==> src/rtl/beat_sequencer.sv <==
// -----------------------------------------------------------------------------
// beat_sequencer
//   Produces the beat index (ibeat_o) and a one-cycle beat strobe for the
//   slot-machine music and LED paths. The tempo comes from a divider whose
//   period is BEAT_DIV >> tempo_sel_i cycles. tempo_sel_i = 3 behaves as 2.
//   Playback is driven by start/pause/stop pulses, with an optional
//   loop-at-end.
//
// Ports
//   clk_i        system clock, rising edge
//   rst_ni       asynchronous active-low reset
//   start_i      pulse: play from beat 0
//   pause_i      pulse: toggle PLAY <-> HOLD
//   stop_i       pulse: abort to IDLE
//   loop_en_i    level: wrap at BEAT_MAX instead of finishing
//   tempo_sel_i  divider shift (0..2, 3 treated as 2)
//   ibeat_o      current beat index (registered)
//   beat_tick_o  one-cycle strobe on the cycle ibeat_o advances
//   playing_o    high while in PLAY
//   done_o       high while in DONE
// -----------------------------------------------------------------------------
module beat_sequencer #(
  parameter int unsigned BEAT_DIV = 12_500_000,
  parameter int unsigned BEAT_MAX = 511
) (
  input  logic       clk_i,
  input  logic       rst_ni,
  input  logic       start_i,
  input  logic       pause_i,
  input  logic       stop_i,
  input  logic       loop_en_i,
  input  logic [1:0] tempo_sel_i,
  output logic [8:0] ibeat_o,
  output logic       beat_tick_o,
  output logic       playing_o,
  output logic       done_o
);

  localparam logic [23:0] DIV_L = 24'(BEAT_DIV);
  localparam logic [8:0]  MAX_L = 9'(BEAT_MAX);

  typedef enum logic [1:0] {
    S_IDLE,
    S_PLAY,
    S_HOLD,
    S_DONE
  } state_t;

  state_t      state_q;
  logic [23:0] count_q;
  logic [8:0]  ibeat_q;
  logic        tick_q;
  logic        playing_q;
  logic        done_q;

  logic [1:0]  shift_d;
  logic [23:0] limit_d;
  logic [23:0] term_at_d;
  logic        terminal_d;
  logic        below_max_d;

  // Terminal uses >= so that switching to a faster tempo mid-beat
  // ends the beat at once instead of running the counter past the limit.
  always_comb begin
    shift_d     = (tempo_sel_i == 2'd3) ? 2'd2 : tempo_sel_i;
    limit_d     = DIV_L >> shift_d;
    term_at_d   = (limit_d == 24'd0) ? 24'd0 : (limit_d - 24'd1);
    terminal_d  = (count_q >= term_at_d);
    below_max_d = (ibeat_q < MAX_L);
  end

  always_ff @(posedge clk_i or negedge rst_ni) begin
    if (!rst_ni) begin
      state_q   <= S_IDLE;
      count_q   <= 24'd0;
      ibeat_q   <= 9'd0;
      tick_q    <= 1'b0;
      playing_q <= 1'b0;
      done_q    <= 1'b0;
    end else begin
      tick_q <= 1'b0;
      if (stop_i) begin
        state_q   <= S_IDLE;
        count_q   <= 24'd0;
        ibeat_q   <= 9'd0;
        playing_q <= 1'b0;
        done_q    <= 1'b0;
      end else if (start_i) begin
        // Same action from every state, including a restart while playing.
        state_q   <= S_PLAY;
        count_q   <= 24'd0;
        ibeat_q   <= 9'd0;
        playing_q <= 1'b1;
        done_q    <= 1'b0;
      end else begin
        case (state_q)
          S_IDLE: begin
            count_q <= 24'd0;
            ibeat_q <= 9'd0;
          end
          S_PLAY: begin
            if (terminal_d) begin
              // A pause on a terminal cycle still lets the beat complete.
              count_q <= 24'd0;
              tick_q  <= 1'b1;
              if (below_max_d) begin
                ibeat_q <= ibeat_q + 9'd1;
              end else if (loop_en_i) begin
                ibeat_q <= 9'd0;
              end
              if (pause_i) begin
                state_q   <= S_HOLD;
                playing_q <= 1'b0;
              end else if (!below_max_d && !loop_en_i) begin
                state_q   <= S_DONE;
                playing_q <= 1'b0;
                done_q    <= 1'b1;
              end
            end else if (pause_i) begin
              // Count freezes at its current value; resume continues from it.
              state_q   <= S_HOLD;
              playing_q <= 1'b0;
            end else begin
              count_q <= count_q + 24'd1;
            end
          end
          S_HOLD: begin
            if (pause_i) begin
              state_q   <= S_PLAY;
              playing_q <= 1'b1;
            end
          end
          S_DONE: begin
            ibeat_q <= MAX_L;
          end
          default: begin
            state_q   <= S_IDLE;
            count_q   <= 24'd0;
            ibeat_q   <= 9'd0;
            playing_q <= 1'b0;
            done_q    <= 1'b0;
          end
        endcase
      end
    end
  end

  assign ibeat_o     = ibeat_q;
  assign beat_tick_o = tick_q;
  assign playing_o   = playing_q;
  assign done_o      = done_q;

endmodule

==> config.mk <==
export PLATFORM = sky130hd
export DESIGN_NAME = beat_sequencer
export DESIGN_NICKNAME = d
export VERILOG_FILES = /design/src/rtl/beat_sequencer.sv
export SDC_FILE = /design/constraint.sdc
export NUM_CORES = 1
export LEC_CHECK = 0
export ABC_AREA = 1
export CORE_MARGIN = 3
export CORE_UTILIZATION = 60
export DETAILED_ROUTE_END_ITERATION = 10
export PLACE_DENSITY = 0.81
export SLEW_MARGIN = 10
export SYNTH_ARGS = -nofsm -noshare
export SYNTH_HDL_FRONTEND = slang
export SYNTH_SLANG_ARGS = --single-unit
==> constraint.sdc <==
create_clock -name clk_i -period 3.3 [get_ports clk_i]
set_input_delay 0.495 -clock clk_i [delete_from_list [all_inputs] [get_ports clk_i]]
set_output_delay 0.495 -clock clk_i [all_outputs]
set_load 0.05 [all_outputs]
==> flow_summary.toml, run 1 <==
[outcome]
status = "complete, no violations"

[yosys]
syn-cell-area_um2 = 3030
syn_avg_cell_area_um2 = 7.49
synth-warning-count = 0
ys_seq_elements = 38
yosysSeqAreaShare = 0.314
synth_cell_type_count = 38
syn_inst = 404

[pwr]
p_leak_nw = 1.62
power_density_nw_per_um2 = 315
combPwrFrac = 0.161
max-vdd-ir-drop_mv = 0.259
seqPwrFrac = 0.460
clkPwrFrac = 0.378
p_int_mw = 0.750
swShare = 0.288
netSwitchingPower_mw = 0.303

[min_path]
worstHoldPathType = "input pin to async pin"

[clock_network]
cts_made_buffers = 5
cts_root_buffer = "clkbuf_8"
clk_latency_ns = 0.29
cts_tree = "yes"
cts_hold_buffers = 0
cts_setup_buffers = 0
clk_path_buf_depth = 2
numClockSinks = 38
cts.clk_slew.worst_paths_ns = 0.08
cts_resized = 0
h-tree-depth = 2

[place]
gp_congestion = 0.851
numPortBuffers = 19
hpwl_mm = 4.84

[cells_and_area]
fill_cells = 388
ff_latch_area_um2 = 951
drive_above_1_share = 0.157
layout_common_cells = "nand2_1, nor2_1, inv_1"
syn2layout_area_growth_pct = 10.5
diodes = 0
fin_nets = 454
multi_input_area_um2 = 1820
layout_commonest_cell = "nand2_1"

[detailed_routing]
dr.pass1.iters = 4
drc = 0
num_vias = 2597
ant_nets = 0
drt_wl_total_mm = 6.43
drtIter0Drc = 131
routedWlPerCell_um = 13.0
via_per_inst = 5.26

[global_route]
grt_pass1_vias = 2586
grt-ovfl-total = 0
grtUsageTotal = 0.234
grt_start_max_net_pins = 39
antenna_found_initial = 0
grt_pass1_wl_mm = 11.5

[die]
die_w_um = 77.0
initial_core_util = 0.632
pin_count = 20
core_um2 = 4790
rows = 25
die_area_um2 = 5930
fp.dieH_um = 77.0

[timing]
period_needed_ns = 2.55
rsz0062_at_grt = "no"
finalSetupViolCount = 0
max_freq_mhz = 392
tightestPinTransition_ns = 0.885
slew_violations = 0
hold_viol_final = 0
fin_skew_ns = 0.00300
hold_ws_ns = 0.316
fin_crit_sh = 0.773
setup_tns_ns = 0
slew_headroom = 0.410

[setup_path]
cp_cell_sequence = "clkdlybuf4s50_1, nor2_1, inv_1, ha_1, nand2_1, nor2_2, nand3_1, nor2_2, nand2_2, nand3_2, nor2_4, nor2_8, nor2_1"
critical_path_required_ns = 3.47
cp-start-kind = "input pin"
critPathKind = "input pin to flop"
crit_slowest_cell = "clkdlybuf4s50_1"
arrival_ns = 2.72
endpoint_kind = "flop"
cp_slowest_stage_delay_ns = 0.45
worstPathMaxFanout = 17

[job]
maxCapViolCount = 0
[kinds of logic (layout without fill, tap and decap cells)]
family          count (synthesis)  after routing  share of synthesized area
other cells                     1              3                    0.00124
flops                          38             38                      0.314
compound gates                 32             32                     0.0678
xor+xnor                       22             22                     0.0637
fa+ha+maj                      20             20                     0.0827
buf+inv                        55             76                     0.0868
simple gates                  236            236                      0.384
[cell usage after synthesis (all sizes together)]
master,instances,area [um2]
nand2,116,468
nor2,69,360
inv,47,179
dfrtp,38,951
nand3,37,213
o21ai,22,144
ha,20,250
xor2,17,149
a21oi,6,33.8
buf,6,76.3
nor3,6,46.3
xnor2,5,43.8
nand4,3,31.3
a21o,2,15.0
a31oi,2,12.5
clkbuf,2,7.51
nand3b,2,15.0
nor3b,2,15.0
conb,1,3.75
nor4,1,12.5
[worst max-delay path: cells and delay by family]
kind,cells,cell delay (ns)
adders and majority gates,1,0.31
buffers and inverters,2,0.56
and+or+nand+nor,10,1.35
[layout make-up]
type | instances | area share
clock buffer | 6 | 0.0217
timing repair buffer | 21 | 0.0599
sequential | 38 | 0.284
multi-input combinational | 313 | 0.544
inverter | 47 | 0.0535
clock inverter | 2 | 0.0112
tap | 67 | 0.0251
[path summary, 6_finish.rpt]
| kind | from | end | depth (start not counted) | slack (ns) |
|---|---|---|---|---|
| worst min-delay path | rst_ni | ibeat_o[4]$_DFFE_PN0P_ | 1 | 0.32 |
| worst max register to register | state_q[1]$_DFFE_PN0P_ | count_q[20]$_DFFE_PN0P_ | 9 | 1.07 |
| worst max-delay path | tempo_sel_i[1] | count_q[20]$_DFFE_PN0P_ | 13 | 0.75 |
| min in group clk_i | done_o$_DFFE_PN0P_ | done_o$_DFFE_PN0P_ | 2 | 0.50 |
| worst min register to register | done_o$_DFFE_PN0P_ | done_o$_DFFE_PN0P_ | 2 | 0.50 |
| max in group asynchronous | rst_ni | count_q[3]$_DFFE_PN0P_ | 1 | 2.43 |
[power groups by stage]
stage	Combinational (mW)	Sequential (mW)	Clock (mW)
finish	0.170	0.485	0.399
global route	0.188	0.487	0.425
CTS	0.170	0.485	0.403
detailed placement	0.170	0.494	0
global placement	0.166	0.494	0
floorplan	0.116	0.510	0
[per-layer routing]
layer / GRT usage / wire length (um)
met5: 0 / 0
met4: 0.0623 / 80
met3: 0.0317 / 265
met2: 0.390 / 2940
met1: 0.320 / 3150
[sequential cells by signal, summed over array words and instances (netlist names)]
signal and cells:
done_o 1, beat_tick_o 1, count_q 24, playing_o 1
ibeat_o 9, state_q 2
[stage by stage]
step	setup slack, ns	util	power (mW)	std cells	area, um2
floorplan	1.08	-	0.625	406	3030
global placement	0.536	0.676	0.660	486	3230
detailed placement	0.467	0.676	0.664	486	3230
CTS	0.774	0.699	1.06	494	3340
global route	0.554	0.699	1.10	494	3340
finish	0.748	0.699	1.05	494	3340
No activity file was read; power rests on OpenSTA's default activity.
==> run 2: changes to the inputs <==
==> constraint.sdc (replaced) <==
create_clock -name clk_i -period 2.35 [get_ports clk_i]
set_input_delay 0.3525 -clock clk_i [delete_from_list [all_inputs] [get_ports clk_i]]
set_output_delay 0.3525 -clock clk_i [all_outputs]
set_load 0.05 [all_outputs]
==> run 2 against run 1 <==
Compared with the run above:
- critical path depth is 12 lower
- core utilization increased by 3.6 points
- final area is 5.2% higher
- largest cell class unchanged
- power rose by 43%
- routed wire length up 7.5%
- final cell count increased by 2.6%
- worst hold slack worse by 0.14 ns
- sequential share of layout area is 1.4 points lower
- count of clock-buffer cells in the layout increased by 1
==> flow_summary.toml, run 2 (synthesis results as in run 1) <==
[setup_path]
worst-r2r-cell-count = 11
r2r_end = "count_q[3]$_DFFE_PN0P_"
cp-start-kind = "flop"
endpoint_kind = "primary output"
r2r_start = "count_q[17]$_DFFE_PN0P_"
crit_buf_inv = 1
cp_cell_sequence = "clkdlybuf4s50_1"
cp_slowest_stage_delay_ns = 0.85
critPathKind = "flop to primary output"
worstPathMaxFanout = 6
critical_path_required_ns = 2.00
crit_slowest_cell = "clkdlybuf4s50_1"
cp_top_family = "buffers and inverters"
arrival_ns = 1.62
reg2reg_slack_ns = 0.37

[global_route]
grt_pass1_wl_mm = 12.0
grt-ovfl-total = 0
grt_start_max_net_pins = 39
grtUsageTotal = 0.250
grt_pass1_vias = 2651
antenna_found_initial = 0

[cells_and_area]
syn2layout_area_growth_pct = 16.2
largest_reg_flops = 24
ff_latch_area_um2 = 951
regMostFlops = "count_q"
final_cells = 507
design_area_um2 = 3520
layout_common_cells = "nand2_1, nor2_1, inv_1"
post-route-util = 0.735
diodes = 0
drive_above_1_share = 0.198
fill_cells = 381
multi_input_area_um2 = 1890
layout_commonest_cell = "nand2_1"
fin_nets = 467

[die]
die_w_um = 77.0
core_um2 = 4790
die_area_um2 = 5930
pin_count = 20
fp.dieH_um = 77.0
initial_core_util = 0.632
rows = 25

[pwr]
max-vdd-ir-drop_mv = 0.353
p_leak_nw = 1.72
p_total_mw = 1.50
power_density_nw_per_um2 = 427

[detailed_routing]
num_vias = 2677
routedWlPerCell_um = 13.6
dr.pass1.iters = 4
drt_wl_total_mm = 6.91
ant_nets = 0
drc = 0
via_per_inst = 5.28
drtIter0Drc = 214

[timing]
slew_headroom = 0.430
fin_skew_ns = 0.0120
tightestPinTransition_ns = 0.855
worst_slack_ns = 0.374
hold_ws_ns = 0.171
hold_viol_final = 0
max_freq_mhz = 506
period_needed_ns = 1.98
rsz0062_at_grt = "no"
fin_crit_sh = 0.841
setup_tns_ns = 0
slew_violations = 0
finalSetupViolCount = 0

[clock_network]
cts_root_buffer = "clkbuf_8"
clk_path_buf_depth = 2
cts_setup_buffers = 0
h-tree-depth = 2
cts_tree = "yes"
cts_made_buffers = 5
cts.clk_slew.worst_paths_ns = 0.08
clk_latency_ns = 0.30
numClockSinks = 38

[min_path]
worstHoldPathType = "input pin to async pin"

[job]
maxCapViolCount = 0

[place]
dp.cells = 498
numPortBuffers = 19
hpwl_mm = 5.03
pre_cts_ws_ns = -0.258
placed_area_um2 = 3340
gp_congestion = 0.886

[outcome]
status = "complete, no violations"
## run 2: how the worst max path moves through the flow
stage                                 start  cells past startpoint                      end
global placement             tempo_sel_i[1]                     15   count_q[3]$_DFFE_PN0P_
detailed placement           tempo_sel_i[1]                     15   count_q[3]$_DFFE_PN0P_
floorplan                    tempo_sel_i[1]                     14   ibeat_o[7]$_DFFE_PN0P_
CTS                          tempo_sel_i[1]                     15   count_q[3]$_DFFE_PN0P_
finish               ibeat_o[3]$_DFFE_PN0P_                      1               ibeat_o[3]
global route        count_q[17]$_DFFE_PN0P_                     12  count_q[13]$_DFFE_PN0P_
## run 2: repair_timing
item	4_1_cts	5_1_grt
resized for setup	0	13
hold endpoints to repair	0	0
hold buffers	0	0
setup endpoints to repair	0	37
## run 2: power breakdown
part	switching (mW)	internal [mW]
logic	0.180	0.0957
registers	0.0153	0.667
clock network	0.227	0.318
total	0.422	1.08
## run 2: metal layers
metal | routed length (um) | track usage | part of all wire
met4 | 105 | 0.0730 | 0.015
met3 | 363 | 0.0446 | 0.053
met5 | 0 | 0 | 0
met1 | 3040 | 0.327 | 0.44
met2 | 3400 | 0.425 | 0.49
## run 2: area by class of cell
type | instances | share of cell area
clock buffers | 7 | 0.0217
clock inverters | 1 | 0.00854
inverters | 47 | 0.0509
multi-input cells | 314 | 0.537
flip-flops and latches | 38 | 0.270
well taps | 67 | 0.0238
repair buffers | 33 | 0.0875
==> run 3: changes to the inputs <==
--- a/config.mk
+++ b/config.mk
@@ -7,9 +7,9 @@
 export LEC_CHECK = 0
 export ABC_AREA = 1
 export CORE_MARGIN = 3
-export CORE_UTILIZATION = 60
+export CORE_UTILIZATION = 54
 export DETAILED_ROUTE_END_ITERATION = 10
-export PLACE_DENSITY = 0.81
+export PLACE_DENSITY = 0.77
 export SLEW_MARGIN = 10
 export SYNTH_ARGS = -nofsm -noshare
 export SYNTH_HDL_FRONTEND = slang
==> constraint.sdc (replaced) <==
create_clock -name clk_i -period 1.6 [get_ports clk_i]
set_input_delay 0.24 -clock clk_i [delete_from_list [all_inputs] [get_ports clk_i]]
set_output_delay 0.24 -clock clk_i [all_outputs]
set_load 0.05 [all_outputs]
==> run 3 against run 2 <==
Compared with the run above:
- the run now ends with setup timing left
- final area grew 21%
- critical path depth is 11 higher
- sequential power rose by 46%
- worst hold slack better by 0.28 ns
- core utilization grew 7.1 points
- count of clock-buffer cells in the layout fell by 1
- non-clock buffer count grew 60
- die area grew 10%
- routed wire length increased by 19%
- clock skew shrank 0.0046 ns
- via count increased by 11%
- highest routed layer unchanged
==> flow_summary.toml, run 3 (synthesis results as in run 1) <==
[global_route]
grt_start_max_net_pins = 25
grt-ovfl-total = 0
grt_pass1_wl_mm = 13.8
grtUsageTotal = 0.272
grt_pass1_vias = 2942
antenna_found_initial = 0

[clock_network]
clk_path_buf_depth = 2
clk_latency_ns = 0.30
cts_root_buffer = "clkbuf_8"
h-tree-depth = 2
numClockSinks = 38
cts.clk_slew.worst_paths_ns = 0.08
cts_tree = "yes"
cts_made_buffers = 5

[place]
numPortBuffers = 19
dp.cells = 557
gp_congestion = 0.880
hpwl_mm = 5.75

[pwr]
netSwitchingPower_mw = 0.709
p_total_mw = 2.25
power_density_nw_per_um2 = 529
seqPwrFrac = 0.442
clkPwrFrac = 0.319
combPwrFrac = 0.239
p_leak_nw = 2.09
p_int_mw = 1.54
max-vdd-ir-drop_mv = 0.486
swShare = 0.315

[job]
maxCapViolCount = 0

[setup_path]
cp-start-kind = "flop"
critPathKind = "flop to flop"
worstPathMaxFanout = 7
critical_path_required_ns = 1.84
crit_top_cell = "nor2_4"
endpoint_kind = "flop"
r2r_end = "count_q[23]$_DFFE_PN0P_"
cp_slowest_stage_delay_ns = 0.44
arrival_ns = 2.18
reg2reg_slack_ns = -0.34
cp_cell_sequence = "ha_4, nand2_4, nor2_4, nand2_1, nor2_2, nor2_4, nand2_2, nor2_4, nand3_2, nor2_2, nand3_2, nand2_2"
crit_path_end = "count_q[23]$_DFFE_PN0P_"
worst-r2r-cell-count = 12
startpoint = "count_q[23]$_DFFE_PN0P_"
crit_slowest_cell = "dfrtp_1"
r2r_start = "count_q[23]$_DFFE_PN0P_"

[cells_and_area]
drive_above_1_share = 0.424
fill_cells = 328
layout_common_cells = "nand2_1, buf_4, inv_1"
final_cells = 572
regMostFlops = "count_q"
largest_reg_flops = 24
diodes = 0
syn2layout_area_growth_pct = 40.4
fin_nets = 529
layout_commonest_cell = "nand2_1"

[detailed_routing]
routedWlPerCell_um = 14.4
num_vias = 2972
dr.pass1.iters = 4
drtIter0Drc = 201
drc = 0
ant_nets = 0
drt_wl_total_mm = 8.21
via_per_inst = 5.20

[outcome]
status = "complete, but fails checks"
violations = "setup timing"

[die]
fp.dieH_um = 80.9
pin_count = 20
die_w_um = 80.9
core_um2 = 5270
rows = 26
initial_core_util = 0.574
die_area_um2 = 6540

[timing]
hold_viol_final = 0
tightestPinTransition_ns = 0.557
period_needed_ns = 1.94
finalSetupViolCount = 37
rsz0062_at_grt = "yes"
fin_crit_sh = 1.21
slew_headroom = 0.629
slew_violations = 0
worst_slack_ns = -0.340
max_freq_mhz = 515
fin_skew_ns = 0.00744
setup_tns_ns = -9.58

[min_path]
worstHoldPathType = "input pin to async pin"
run 3: cell types whose count changed in the layout (fill, tap and decap cells not counted), sizes merged:
| cell | delta |
|---|---|
| clkinvlp | +1 |
| clkdlybuf4s50 | -12 |
| clkdlybuf4s15 | +1 |
| nand3 | +2 |
| buf | +71 |
| bufinv | -1 |
| clkinv | +1 |
| dlygate4sd3 | +1 |
| dlymetal6s2s | -2 |
run 3: power groups by stage:
stage	combinational (mW)	clock, mW	sequential (mW)
floorplan	0.259	0	1.05
global placement	0.460	0	1.01
detailed placement	0.473	0	1.01
CTS	0.516	0.719	0.994
global route	0.583	0.768	0.997
finish	0.537	0.716	0.994
run 3: routing by layer:
metal  GRT usage  routed length [um]  vias to the layer above
met5           0                   0                        -
met4      0.0861                 194                        0
met3      0.0421                 416                       20
met2       0.451                3990                       88
met1       0.364                3610                     1389
li1            -                   -                     1475
run 3: what timing repair did:
action	in CTS	in global routing
endpoints found under the setup margin	38	38
resized for setup	31	27
endpoints found under the hold margin	22	0
gates cloned	3	0
pin swaps	14	23
hold buffers	1	0
setup buffers	3	0
run 3: final cells by class:
| class | count | area [um2] | area share |
|---|---|---|---|
| sequential | 38 | 957 | 0.225 |
| timing repair buffer | 93 | 766 | 0.180 |
| tap | 70 | 87.6 | 0.0206 |
| clock inverter | 2 | 12.5 | 0.00294 |
| inverter | 47 | 191 | 0.0451 |
| multi-input combinational | 316 | 2150 | 0.506 |
| clock buffer | 6 | 82.6 | 0.0194 |
run 3: how the worst min path moves through the flow:
stage	cells past startpoint	endpoint	from
finish	2	count_q[9]$_DFFE_PN0P_	rst_ni
global placement	1	count_q[9]$_DFFE_PN0P_	rst_ni
CTS	2	count_q[9]$_DFFE_PN0P_	rst_ni
floorplan	0	beat_tick_o$_DFF_PN0_	rst_ni
global route	2	count_q[9]$_DFFE_PN0P_	rst_ni
detailed placement	1	count_q[9]$_DFFE_PN0P_	rst_ni
run 3: per-stage QoR:
stage               setup WS, ns  hold WS (ns)  instance area [um2]  utilization
finish                    -0.340         0.455                 4250        0.806
global route              -0.473         0.499                 4250        0.806
CTS                       -0.284         0.488                 4140        0.786
detailed placement        -0.893         0.267                 3870        0.734
global placement          -0.814         0.268                 3870        0.734
floorplan                 -0.191       -0.0556                 3160            -
run 3: critical path, delay by kind of cell (launching register included):
| family | cells | cell delay (ns) |
|---|---|---|
| adders and majority gates | 1 | 0.28 |
| and+or+nand+nor | 11 | 1.16 |
| DFF | 1 | 0.44 |
